--- config.mk ---
export PLATFORM = sky130hd
export DESIGN_NAME = countdown_timer_core_flat
export DESIGN_NICKNAME = d
export VERILOG_FILES = /design/src/rtl/countdown_timer_core_if.sv /design/src/rtl/countdown_timer_core.sv /design/src/flat_wrapper.sv
export SDC_FILE = /design/constraint.sdc
export NUM_CORES = 1
export LEC_CHECK = 0
export ABC_AREA = 1
export CAP_MARGIN = 20
export CORE_UTILIZATION = 62
export DETAILED_ROUTE_END_ITERATION = 8
export GPL_ROUTABILITY_DRIVEN = 0
export PLACE_DENSITY = 0.82
export SLEW_MARGIN = 20
export SYNTH_ARGS = -nofsm -noshare
export SYNTH_HDL_FRONTEND = slang
export SYNTH_SLANG_ARGS = --single-unit
--- constraint.sdc ---
create_clock -name clk -period 3.25 [get_ports clk]
set_input_delay 0.8125 -clock clk [delete_from_list [all_inputs] [get_ports clk]]
set_output_delay 0.8125 -clock clk [all_outputs]
set_load 0.02 [all_outputs]
--- src/rtl/countdown_timer_core_if.sv ---
// Button and display bus between the timer core and its surroundings.
interface countdown_timer_core_if;
  localparam int unsigned TW = 6;

  logic          btn_min;
  logic          btn_sec;
  logic          btn_start;
  logic          btn_clear;
  logic [TW-1:0] min_out;
  logic [TW-1:0] sec_out;
  logic          running;
  logic          alarm;

  // Button source / display consumer side.
  modport master (
    output btn_min, btn_sec, btn_start, btn_clear,
    input  min_out, sec_out, running, alarm
  );

  // Timer core side.
  modport slave (
    input  btn_min, btn_sec, btn_start, btn_clear,
    output min_out, sec_out, running, alarm
  );
endinterface

--- src/rtl/countdown_timer_core.sv ---
// Kitchen-timer countdown engine: MM:SS setpoint, 1 Hz countdown, timed alarm.
module countdown_timer_core #(
  parameter int unsigned TICK_DIV   = 100_000_000,
  parameter int unsigned ALARM_SECS = 10
) (
  input  logic                  clk,
  input  logic                  reset,
  countdown_timer_core_if.slave bus
);
  localparam int unsigned TW     = 6;
  localparam int unsigned PRE_W  = (TICK_DIV > 1) ? $clog2(TICK_DIV) : 1;
  localparam int unsigned ACNT_W = $clog2(ALARM_SECS + 1);
  localparam logic [PRE_W-1:0]  PRE_MAX    = PRE_W'(TICK_DIV - 1);
  localparam logic [ACNT_W-1:0] ALARM_LAST = ACNT_W'(ALARM_SECS - 1);
  localparam logic [TW-1:0]     MAX_VAL    = TW'(59);

  typedef enum logic [1:0] {S_IDLE, S_RUN, S_PAUSE, S_ALARM} state_e;

  state_e            state_q, state_d;
  logic [TW-1:0]     min_q, min_d;
  logic [TW-1:0]     sec_q, sec_d;
  logic [PRE_W-1:0]  pre_q, pre_d;
  logic [ACNT_W-1:0] acnt_q, acnt_d;
  logic              running_q, alarm_q;

  logic              tick_c;
  logic              time_nz_c;
  logic [PRE_W-1:0]  pre_inc_c;

  // State and datapath registers; running/alarm are registered from the next state.
  always_ff @(posedge clk or negedge reset) begin
    if (!reset) begin
      state_q   <= S_IDLE;
      min_q     <= '0;
      sec_q     <= '0;
      pre_q     <= '0;
      acnt_q    <= '0;
      running_q <= 1'b0;
      alarm_q   <= 1'b0;
    end else begin
      state_q   <= state_d;
      min_q     <= min_d;
      sec_q     <= sec_d;
      pre_q     <= pre_d;
      acnt_q    <= acnt_d;
      running_q <= (state_d == S_RUN);
      alarm_q   <= (state_d == S_ALARM);
    end
  end

  // Next-state logic with priority clear > start > increments > tick.
  always_comb begin
    state_d   = state_q;
    min_d     = min_q;
    sec_d     = sec_q;
    pre_d     = pre_q;
    acnt_d    = acnt_q;
    tick_c    = (pre_q == PRE_MAX);
    time_nz_c = (min_q != '0) || (sec_q != '0);
    pre_inc_c = tick_c ? '0 : pre_q + PRE_W'(1);

    if (bus.btn_clear) begin
      state_d = S_IDLE;
      min_d   = '0;
      sec_d   = '0;
      pre_d   = '0;
      acnt_d  = '0;
    end else begin
      case (state_q)
        S_IDLE, S_PAUSE: begin
          if (bus.btn_start && time_nz_c) begin
            // A fresh start realigns the second; a resume keeps the frozen phase.
            state_d = S_RUN;
            if (state_q == S_IDLE) pre_d = '0;
          end else begin
            if (bus.btn_min) min_d = (min_q == MAX_VAL) ? '0 : min_q + TW'(1);
            if (bus.btn_sec) sec_d = (sec_q == MAX_VAL) ? '0 : sec_q + TW'(1);
          end
        end
        S_RUN: begin
          if (bus.btn_start) begin
            state_d = S_PAUSE;
          end else begin
            pre_d = pre_inc_c;
            if (tick_c) begin
              if (sec_q != '0) begin
                sec_d = sec_q - TW'(1);
              end else begin
                min_d = min_q - TW'(1);
                sec_d = MAX_VAL;
              end
              if (min_q == '0 && sec_q == TW'(1)) begin
                state_d = S_ALARM;
                acnt_d  = '0;
              end
            end
          end
        end
        S_ALARM: begin
          if (bus.btn_start) begin
            state_d = S_IDLE;
            acnt_d  = '0;
          end else begin
            pre_d = pre_inc_c;
            if (tick_c) begin
              if (acnt_q == ALARM_LAST) begin
                state_d = S_IDLE;
                acnt_d  = '0;
              end else begin
                acnt_d = acnt_q + ACNT_W'(1);
              end
            end
          end
        end
        default: state_d = S_IDLE;
      endcase
    end
  end

  assign bus.min_out = min_q;
  assign bus.sec_out = sec_q;
  assign bus.running = running_q;
  assign bus.alarm   = alarm_q;
endmodule

--- src/flat_wrapper.sv ---
// flat-port wrapper written by rule: the top's interface ports become plain ports
module countdown_timer_core_flat 
#(
  parameter int unsigned TICK_DIV   = 100_000_000,
  parameter int unsigned ALARM_SECS = 10
)
  (clk, reset, bus_btn_min, bus_btn_sec, bus_btn_start, bus_btn_clear, bus_min_out, bus_sec_out, bus_running, bus_alarm);
  countdown_timer_core_if bus_i ();
  input  logic clk;
  input  logic reset;
  input wire logic [$bits(bus_i.btn_min)-1:0] bus_btn_min;
  input wire logic [$bits(bus_i.btn_sec)-1:0] bus_btn_sec;
  input wire logic [$bits(bus_i.btn_start)-1:0] bus_btn_start;
  input wire logic [$bits(bus_i.btn_clear)-1:0] bus_btn_clear;
  output wire logic [$bits(bus_i.min_out)-1:0] bus_min_out;
  output wire logic [$bits(bus_i.sec_out)-1:0] bus_sec_out;
  output wire logic [$bits(bus_i.running)-1:0] bus_running;
  output wire logic [$bits(bus_i.alarm)-1:0] bus_alarm;
  assign bus_i.btn_min = bus_btn_min;
  assign bus_i.btn_sec = bus_btn_sec;
  assign bus_i.btn_start = bus_btn_start;
  assign bus_i.btn_clear = bus_btn_clear;
  assign bus_min_out = bus_i.min_out;
  assign bus_sec_out = bus_i.sec_out;
  assign bus_running = bus_i.running;
  assign bus_alarm = bus_i.alarm;
  countdown_timer_core #(.TICK_DIV(TICK_DIV), .ALARM_SECS(ALARM_SECS)) u_core (.clk(clk), .reset(reset), .bus(bus_i));
endmodule
==> impl_metrics.ini <==
[detailed_routing]
vias_per_cell = 5.83
dr.max_layer_used = met4
wl_mm = 9.22
wl_met2_mm = 4.22
routed-via-count = 3834
wl_met3_um = 690
drc = 0
dr.pass1.iters = 6
ant_nets = 0
first_iter_violations = 326
wirelength_met1_mm = 4.20
wl_per_cell_um = 14.0

[logic_synthesis]
synth_top_cells_by_count = nand2_1, nor2_1, nand3_1, inv_1, dfrtp_1
avgSynthCellArea_um2 = 6.47
synth_area_um2 = 3710
async_reset_ff_share_pct = 100
synth_seq_cells = 47
syn-num-nets = 589
yosysMostFrequentCell = nand2_1
synth_edf_count = 0
ys_warn_count = 0
ys_seq_area_share_pct = 31.7
synth_top_area_share_pct = 31.7
netlist_instances = 573
yosys-top-cells-area = dfrtp_1, nand2_1, nand3_1
yosysTopAreaCell = dfrtp_1
synth_cell_types = 38
yosys_most_used_dff = dfrtp_1

[setup_path]
required_ns = 3.47
worstReg2RegEnd = u_core.bus.sec_out[4]$_DFFE_PN0P_
r2r_start = u_core.pre_q[0]$_DFFE_PN0P_
r2r_slack_ns = 0.79
cp.arrival_ns = 2.67
path_max_fanout = 12
path_class = register to register
worstRegToRegCells = 11
endpoint_kind = register
start_kind = register

[timing]
fin_crit_sh_pct = 75.5
rsz0062_at_grt = no
hold_viol = 0
whs_ns = 0.511
maxSlewViolCount = 0
period_minus_slack_ns = 2.46
fin_skew_ns = 0.00985
relSlewSlack_pct = 59.7
setup_tns_ns = 0
worst_slew_pin_slew_ns = 0.605
timing.fmax_mhz = 407
setup_viol = 0

[cts]
cts_max_level = 2
cts_root_buf = clkbuf_8
cts_tree = yes
ctsHoldBuffers = 0
post_cts_resized = 0
path_clk_slew_ns = 0.09
clk_latency_ns = 0.31
cts_buffers = 5
clock-sinks = 47
postCtsSetupBuffers = 0
ctsLongestPathBuffers = 2

[cells_and_area]
antenna_cells = 0
instances_no_fill = 658
syn2layout_area_growth_pct = 7.66
fin_nets = 601
nFillCells = 484
drive_gt1_share_pct = 6.83
fin_area_um2 = 3990

[die]
rows = 27
num_io_pins = 20
start_util_pct = 65.7
die_w_um = 79.3
fp.dieH_um = 79.3
die_area_um2 = 6290
fp.coreArea_um2 = 5640

[flow_run]
drv_cap = 0

[global_route]
antenna_found_initial = 0
grt_use_total_pct = 32.2
grt_first_pass_wirelength_mm = 16.0
grt-ovfl-total = 0
grt_max_degree = 48
first_global_vias = 3459

[place]
dp_hpwl_mm = 6.69
io_buffers = 19
dp.cells = 650
place_area_um2 = 3910

[power_and_ir_drop]
p_total_uw = 2260
leakagePower_uw = 0.00175
cellPowerDensity_nw_per_um2 = 566
irDropWorstVdd_v = 0.000575

[status]
status = complete, no violations

[min_path]
min_path_type = input pin to asynchronous set/reset pin
area by class of cell:
class / instances / area [µm²] / share of cell area [%]
clock buffers: 7 / 76.3 / 1.91
clock inverters: 1 / 5.00 / 0.125
inverters: 60 / 226 / 5.67
multi-input cells: 450 / 2220 / 55.5
flip-flops and latches: 47 / 1180 / 29.5
well taps: 72 / 90.1 / 2.26
repair buffers: 21 / 203 / 5.08
state kept, by name (all words and copies together) (netlist names):
| signal | count |
|---|---|
| u_core.pre_q | 27 |
| u_core.acnt_q | 4 |
| u_core.bus.running | 1 |
| u_core.state_q | 2 |
| u_core.bus.alarm | 1 |
| u_core.bus.sec_out | 6 |
| u_core.bus.min_out | 6 |
report_power, final:
group | switching (µW) | leakage [µW] | internal (µW) | total [µW]
logic | 673 | 0.00107 | 401 | 1070
registers | 171 | 0.000645 | 661 | 832
clock network | 204 | 0.0000422 | 152 | 356
worst max-delay path: stages, from the launching register on:
cell and delay [ns]:
dfrtp_1 0.47, ha_1 0.22, nand2_1 0.09, nor2_4 0.18, nand2_2 0.15, nor2_2 0.21, nand2_1 0.36, nand2_2 0.23
nand2_2 0.09, nor2_1 0.20, nand2_1 0.09, o21ai_0 0.09
through the flow:
stage	worst slack [ns]	util [%]
2_1_floorplan	1.47	-
3_3_place_gp	0.650	69.3
3_5_place_dp	0.534	69.3
4_1_cts	0.855	70.7
5_1_grt	0.609	70.8
6_report	0.795	70.8
cells by family after synthesis:
| kind of cell | share of synthesized area (%) |
|---|---|
| AOI/OAI and AO/OA | 9.08 |
| xor gates and xnor gates | 3.78 |
| adders and majority gates | 3.37 |
| buffers and inverters | 8.54 |
| DFF | 31.7 |
| and+or+nand+nor | 43.5 |
layer usage:
| metal | up-vias | track usage, % |
|---|---|---|
| met2 | 156 | 52.1 |
| met3 | 15 | 4.83 |
| met5 | - | 0 |
| met1 | 1795 | 45.3 |
| met4 | 0 | 7.45 |
| li1 | 1868 | - |
layout by cell type, fill, tap and decap left out, types with 4 or more instances in the layout:
cell type,instances
ha_1,10
o21ai_0,36
dfrtp_1,47
nand2_2,8
nor2_2,5
nor2_1,83
clkdlybuf4s50_1,18
clkbuf_8,5
nand2_1,164
inv_2,4
nand4_1,14
inv_1,55
xor2_1,13
nand3_1,73
o21ai_1,5
a21oi_1,9
how the worst max path moves through the flow:
stage / from / end / slack, ns / depth (start not counted)
6_report: u_core.pre_q[0]$_DFFE_PN0P_ / u_core.bus.sec_out[4]$_DFFE_PN0P_ / 0.79 / 11
5_1_grt: u_core.pre_q[0]$_DFFE_PN0P_ / u_core.bus.sec_out[0]$_DFFE_PN0P_ / 0.61 / 9
4_1_cts: u_core.pre_q[0]$_DFFE_PN0P_ / u_core.bus.sec_out[4]$_DFFE_PN0P_ / 0.85 / 11
3_5_place_dp: bus_btn_clear / u_core.bus.min_out[4]$_DFFE_PN0P_ / 0.53 / 9
3_3_place_gp: bus_btn_clear / u_core.bus.min_out[2]$_DFFE_PN0P_ / 0.65 / 9
2_1_floorplan: u_core.bus.sec_out[0]$_DFFE_PN0P_ / u_core.pre_q[6]$_DFFE_PN0P_ / 1.47 / 10
Note: power is estimated with default switching activity, not from simulation.
==> edit 1, RTL diff (same flow settings) <==
Reset style: synchronous (`reset`), changed in one clocked block.
--- a/src/rtl/countdown_timer_core.sv
+++ b/src/rtl/countdown_timer_core.sv
@@ -29,5 +29,5 @@
 
   // State and datapath registers; running/alarm are registered from the next state.
-  always_ff @(posedge clk or negedge reset) begin
+  always_ff @(posedge clk) begin
     if (!reset) begin
       state_q   <= S_IDLE;
Check against the original RTL: differs if reset is asserted again (counterexample within 4 cycles, from zero or initial values and one cycle with reset low); with reset held inactive, the same outputs for 4 cycles.
==> edit 1 against the original RTL <==
- clock skew down 0.0035 ns
- design area is 8.4% lower
- wire length fell by 16%
- synthesized area down 8.7%
- maximum frequency about the same
- setup slack better by 0.0021 ns
- sequential cell count did not move
- critical endpoint is now u_core.pre_q[19]$_SDFFE_PP0P_
Power is not compared: it rests on default switching activity, and its combinational part moved more than twofold at a synthesized area within 25%.
==> edit 1: results (changes against the original RTL) <==
synthesis:
  synth-async-reset-ratio_pct: 0  # was 100%
  synth_nets: 549  # was 589
  synth_area_leaders: "dfxtp_1 28%, nand2_1 14%, nor2_1 10%, inv_1 7.3%, o21ai_0 4.7%"  # was dfrtp_1 32%, nand2_1 17%, nand3_1 9.9%, nor2_1 8.4%, inv_1 5.6%
  syn-instance-count: 535  # was 573
  synthTopCellsByCount: "127 x nand2_1, 90 x nor2_1, 66 x inv_1"  # was 164 x nand2_1, 83 x nor2_1, 73 x nand3_1
  ys_types: 39  # was 38
  yosysSeqAreaShare_pct: 27.8  # was 31.7%
cells_and_area:
  nNetsFinal: 563  # was 601
  nonClkBufAreaFrac_pct: 5.61  # was 5.08%
  multi_input_comb_cells: 402  # was 450
  fin_cells: 619  # was 658
  drive_above_1_share_pct: 7.83  # was 6.83%
  clkbuf_count: 6  # was 7
  inverters: 72  # was 60
  ff_latch_area_um2: 941  # was 1180 um2
  clkCellAreaFrac_pct: 2.40  # was 2.04%
  multi_input_area_share_pct: 56.4  # was 55.5%
  fillCellCount: 466  # was 484
detailed_routing:
  wl_met2_mm: 3.69  # was 4.22 mm
  drt_iter0_markers: 197  # was 326
  met3_length_um: 356  # was 690 um
  via_per_inst: 5.42  # was 5.83
  wl_met1_mm: 3.55  # was 4.20 mm
  wl_per_cell_um: 12.4  # was 14.0 um
setup_path:
  crit_family: "buffers and inverters"  # was simple AND/OR/NAND/NOR gates
  cp_max_fo: 19  # was 12
  slowest_delay_ns: 0.51  # was 0.47 ns
  r2r_setup_slack_ns: 1.04  # was 0.79 ns
  cp-startpoint: "bus_btn_start"  # was u_core.pre_q[0]$_DFFE_PN0P_
  timing.rr.start: "u_core.bus.sec_out[0]$_SDFFE_PP0P_"  # was u_core.pre_q[0]$_DFFE_PN0P_
  r2r_cells: 12  # was 11
  cp.arrival_ns: 2.70  # was 2.67 ns
  cpMaxStageDelayCell: "clkdlybuf4s50_1"  # was dfrtp_1
  crit-reg2reg-capture: "u_core.pre_q[19]$_SDFFE_PP0P_"  # was u_core.bus.sec_out[4]$_DFFE_PN0P_
hold_path:
  hold_path.class: "flip-flop to flip-flop"  # was input pin to asynchronous set/reset pin
  min_to: "u_core.pre_q[0]$_SDFFE_PP0P_"
timing:
  slew-limit-headroom_pct: 62.4  # was 59.7%
  finalClockSkew_ns: 0.00639  # was 0.00985 ns
power_and_ir_drop:
  seq_power_uw: 632
  switchingPower_uw: 585
global_route:
  grt_util_met2_pct: 49.8  # was 52.1%
  grtUsageMet3_pct: 4.50  # was 4.83%
  antenna_found_initial: 0  # unchanged
  grt_usage_pct: 28.3  # was 32.2%
  grt_pass1_vias: 2854  # was 3459
  grtUsageMet1_pct: 35.4  # was 45.3%
  grt_pass1_wl_mm: 12.5  # was 16.0 mm
  grt_max_degree: 23  # was 48
placed_design:
  numPlacedInstances: 612  # was 650
  dp_hpwl_mm: 5.59  # was 6.69 mm
outcome:
  status: "finished clean"  # unchanged
cts:
  clk_root_buffer_cell: "clkbuf_8"  # unchanged
-- edit 1: cell count changes after synthesis, moves of 9 or more --
cell / delta
nand2_1: -37
dfrtp_1: -47
nand4_1: +9
a21oi_1: +11
dfxtp_1: +47
inv_1: +11
nand3_1: -43
-- edit 1: per-stage QoR --
stage,worst slack [ns],instance area [um2],hold slack (ns),util (%)
finish,0.797,3660,0.496,70.7
global route,0.671,3660,0.518,70.7
CTS,0.825,3660,0.493,70.7
detailed placement,0.511,3570,0.478,69.0
global placement,0.575,3570,0.474,69.0
floorplan,1.42,3390,0.454,-
-- edit 1: kinds of logic (layout without fill, tap and decap cells) --
family / after synthesis / after routing / synth area share [%]
fa+ha+maj: 8 / 8 / 2.96
buf+inv: 86 / 100 / 11.3
simple gates: 312 / 312 / 42.6
xor+xnor: 14 / 14 / 3.62
flops: 47 / 47 / 27.8
compound gates: 68 / 68 / 11.8
==> edit 2, RTL diff (config.mk and constraints unchanged) <==
Made on the original files. `ALARM_SECS` is set to 10 in 2 places; all go to 20.
--- a/src/rtl/countdown_timer_core.sv
+++ b/src/rtl/countdown_timer_core.sv
@@ -2,5 +2,5 @@
 module countdown_timer_core #(
   parameter int unsigned TICK_DIV   = 100_000_000,
-  parameter int unsigned ALARM_SECS = 10
+  parameter int unsigned ALARM_SECS = 20
 ) (
   input  logic                  clk,
--- a/src/flat_wrapper.sv
+++ b/src/flat_wrapper.sv
@@ -3,5 +3,5 @@
 #(
   parameter int unsigned TICK_DIV   = 100_000_000,
-  parameter int unsigned ALARM_SECS = 10
+  parameter int unsigned ALARM_SECS = 20
 )
   (clk, reset, bus_btn_min, bus_btn_sec, bus_btn_start, bus_btn_clear, bus_min_out, bus_sec_out, bus_running, bus_alarm);
Behaviour: no difference found for any inputs over 4 cycles, from zero or initial values and one cycle with reset low; that may be too few to reach the edited logic, so the function may still have changed.
==> edit 2 against the original RTL <==
- global-route usage fell by 1.0 points
- power rose by 0.14%
- count of clock-buffer cells in the layout fell by 2
- clock skew rose by 0.0044 ns
- design area rose by 5.4%
- setup slack improved by 0.067 ns
- synthesized area rose by 5.8%
- sequential power fell by 1%
- sequential cell count rose by 1
- wire length rose by 5.0%
- critical path type is now flip-flop to primary output
- critical endpoint is now bus_sec_out[2]
- largest power group unchanged
- highest routed layer unchanged
==> edit 2: results (changes against the original RTL) <==
synthesis:
  yosysSeqAreaShare_pct: 30.6  # was 31.7%
  syn-instance-count: 595  # was 573
  ys_types: 36  # was 38
  synth_area_leaders: "dfrtp_1 31%, nand2_1 17%, nand3_1 8.7%, nor2_1 7.8%, inv_1 5.3%"  # was dfrtp_1 32%, nand2_1 17%, nand3_1 9.9%, nor2_1 8.4%, inv_1 5.6%
detailed_routing:
  vias: 3869  # was 3834
  drt-pass1-iter-count: 5  # was 6
  wl_per_cell_um: 14.1  # was 14.0 um
  drt_iter0_markers: 363  # was 326
power_and_ir_drop:
  ir_drop_uv: 480  # was 575 uV
  seq_power_uw: 822  # was 832 uW
  p_sw_share_pct: 46.5  # was 46.3%
  p_clk_uw: 384  # was 356 uW
  p_leak_nw: 1.84  # was 1.75 nW
setup_path:
  crit_family: "buffers and inverters"  # was simple AND/OR/NAND/NOR gates
  cpMaxStageDelayCell: "clkdlybuf4s50_1"  # was dfrtp_1
  cp_max_fo: 9  # was 12
  r2r_setup_slack_ns: 0.98  # was 0.79 ns
  cp.arrival_ns: 1.58  # was 2.67 ns
cells_and_area:
  nNetsFinal: 623  # was 601
  fillCellCount: 548  # was 484
  drive_above_1_share_pct: 12.0  # was 6.83%
timing:
  finalClockSkew_ns: 0.0143  # was 0.00985 ns
  min_period_over_period_pct: 73.5  # was 75.5%
  slew-limit-headroom_pct: 61.7  # was 59.7%
placed_design:
  numPlacedInstances: 676  # was 650
  dp_hpwl_mm: 7.04  # was 6.69 mm
outcome:
  status: "finished clean"  # unchanged
global_route:
  grt_pass1_vias: 3502  # was 3459
  grt_max_degree: 34  # was 48
  grt_usage_pct: 31.2  # was 32.2%
cts:
  clkTransAtPathRegs_ns: 0.11  # was 0.09 ns
edit 2: cell families (layout without fill, tap and decap cells):
group	after synthesis	count (layout)	share of synthesized area (%)
AOI/OAI and AO/OA	62	62	10.0
xor gates and xnor gates	14	14	3.12
adders and majority gates	9	9	2.87
buffers and inverters	77	91	9.02
DFF	48	48	30.6
and+or+nand+nor	385	385	44.3
edit 2: per-stage QoR:
step	hold slack, ns	utilization [%]
after floorplan	0.485	-
after global placement	0.510	68.3
after detailed placement	0.527	68.3
after CTS	0.502	69.8
after global routing	0.523	69.8
final	0.487	69.8
edit 2: per-layer routing:
layer / global-route usage, % / share of wire [%]
met5: 0 / 0
met4: 8.57 / 1.5
met3: 4.56 / 5.9
met2: 52.5 / 48
met1: 41.5 / 45
edit 2: cell type report:
cell class	count	area [um2]	area share [%]
clock inverter	3	23.8	0.565
clock buffer	5	68.8	1.64
timing repair buffer	25	230	5.47
inverter	58	220	5.23
tap	75	93.8	2.23
sequential	48	1200	28.5
multi-input combinational	470	2370	56.3
edit 2: final timing paths:
check / startpoint / to / cells past startpoint
setup / recovery: u_core.bus.sec_out[2]$_DFFE_PN0P_ / bus_sec_out[2] / 1
hold / removal: reset / u_core.pre_q[17]$_DFFE_PN0P_ / 1
setup reg to reg: u_core.pre_q[0]$_DFFE_PN0P_ / u_core.bus.min_out[1]$_DFFE_PN0P_ / 10
hold reg to reg: u_core.bus.min_out[5]$_DFFE_PN0P_ / u_core.bus.min_out[5]$_DFFE_PN0P_ / 2
max in group asynchronous: reset / u_core.bus.min_out[1]$_DFFE_PN0P_ / 2
min in group clk: u_core.bus.min_out[5]$_DFFE_PN0P_ / u_core.bus.min_out[5]$_DFFE_PN0P_ / 2
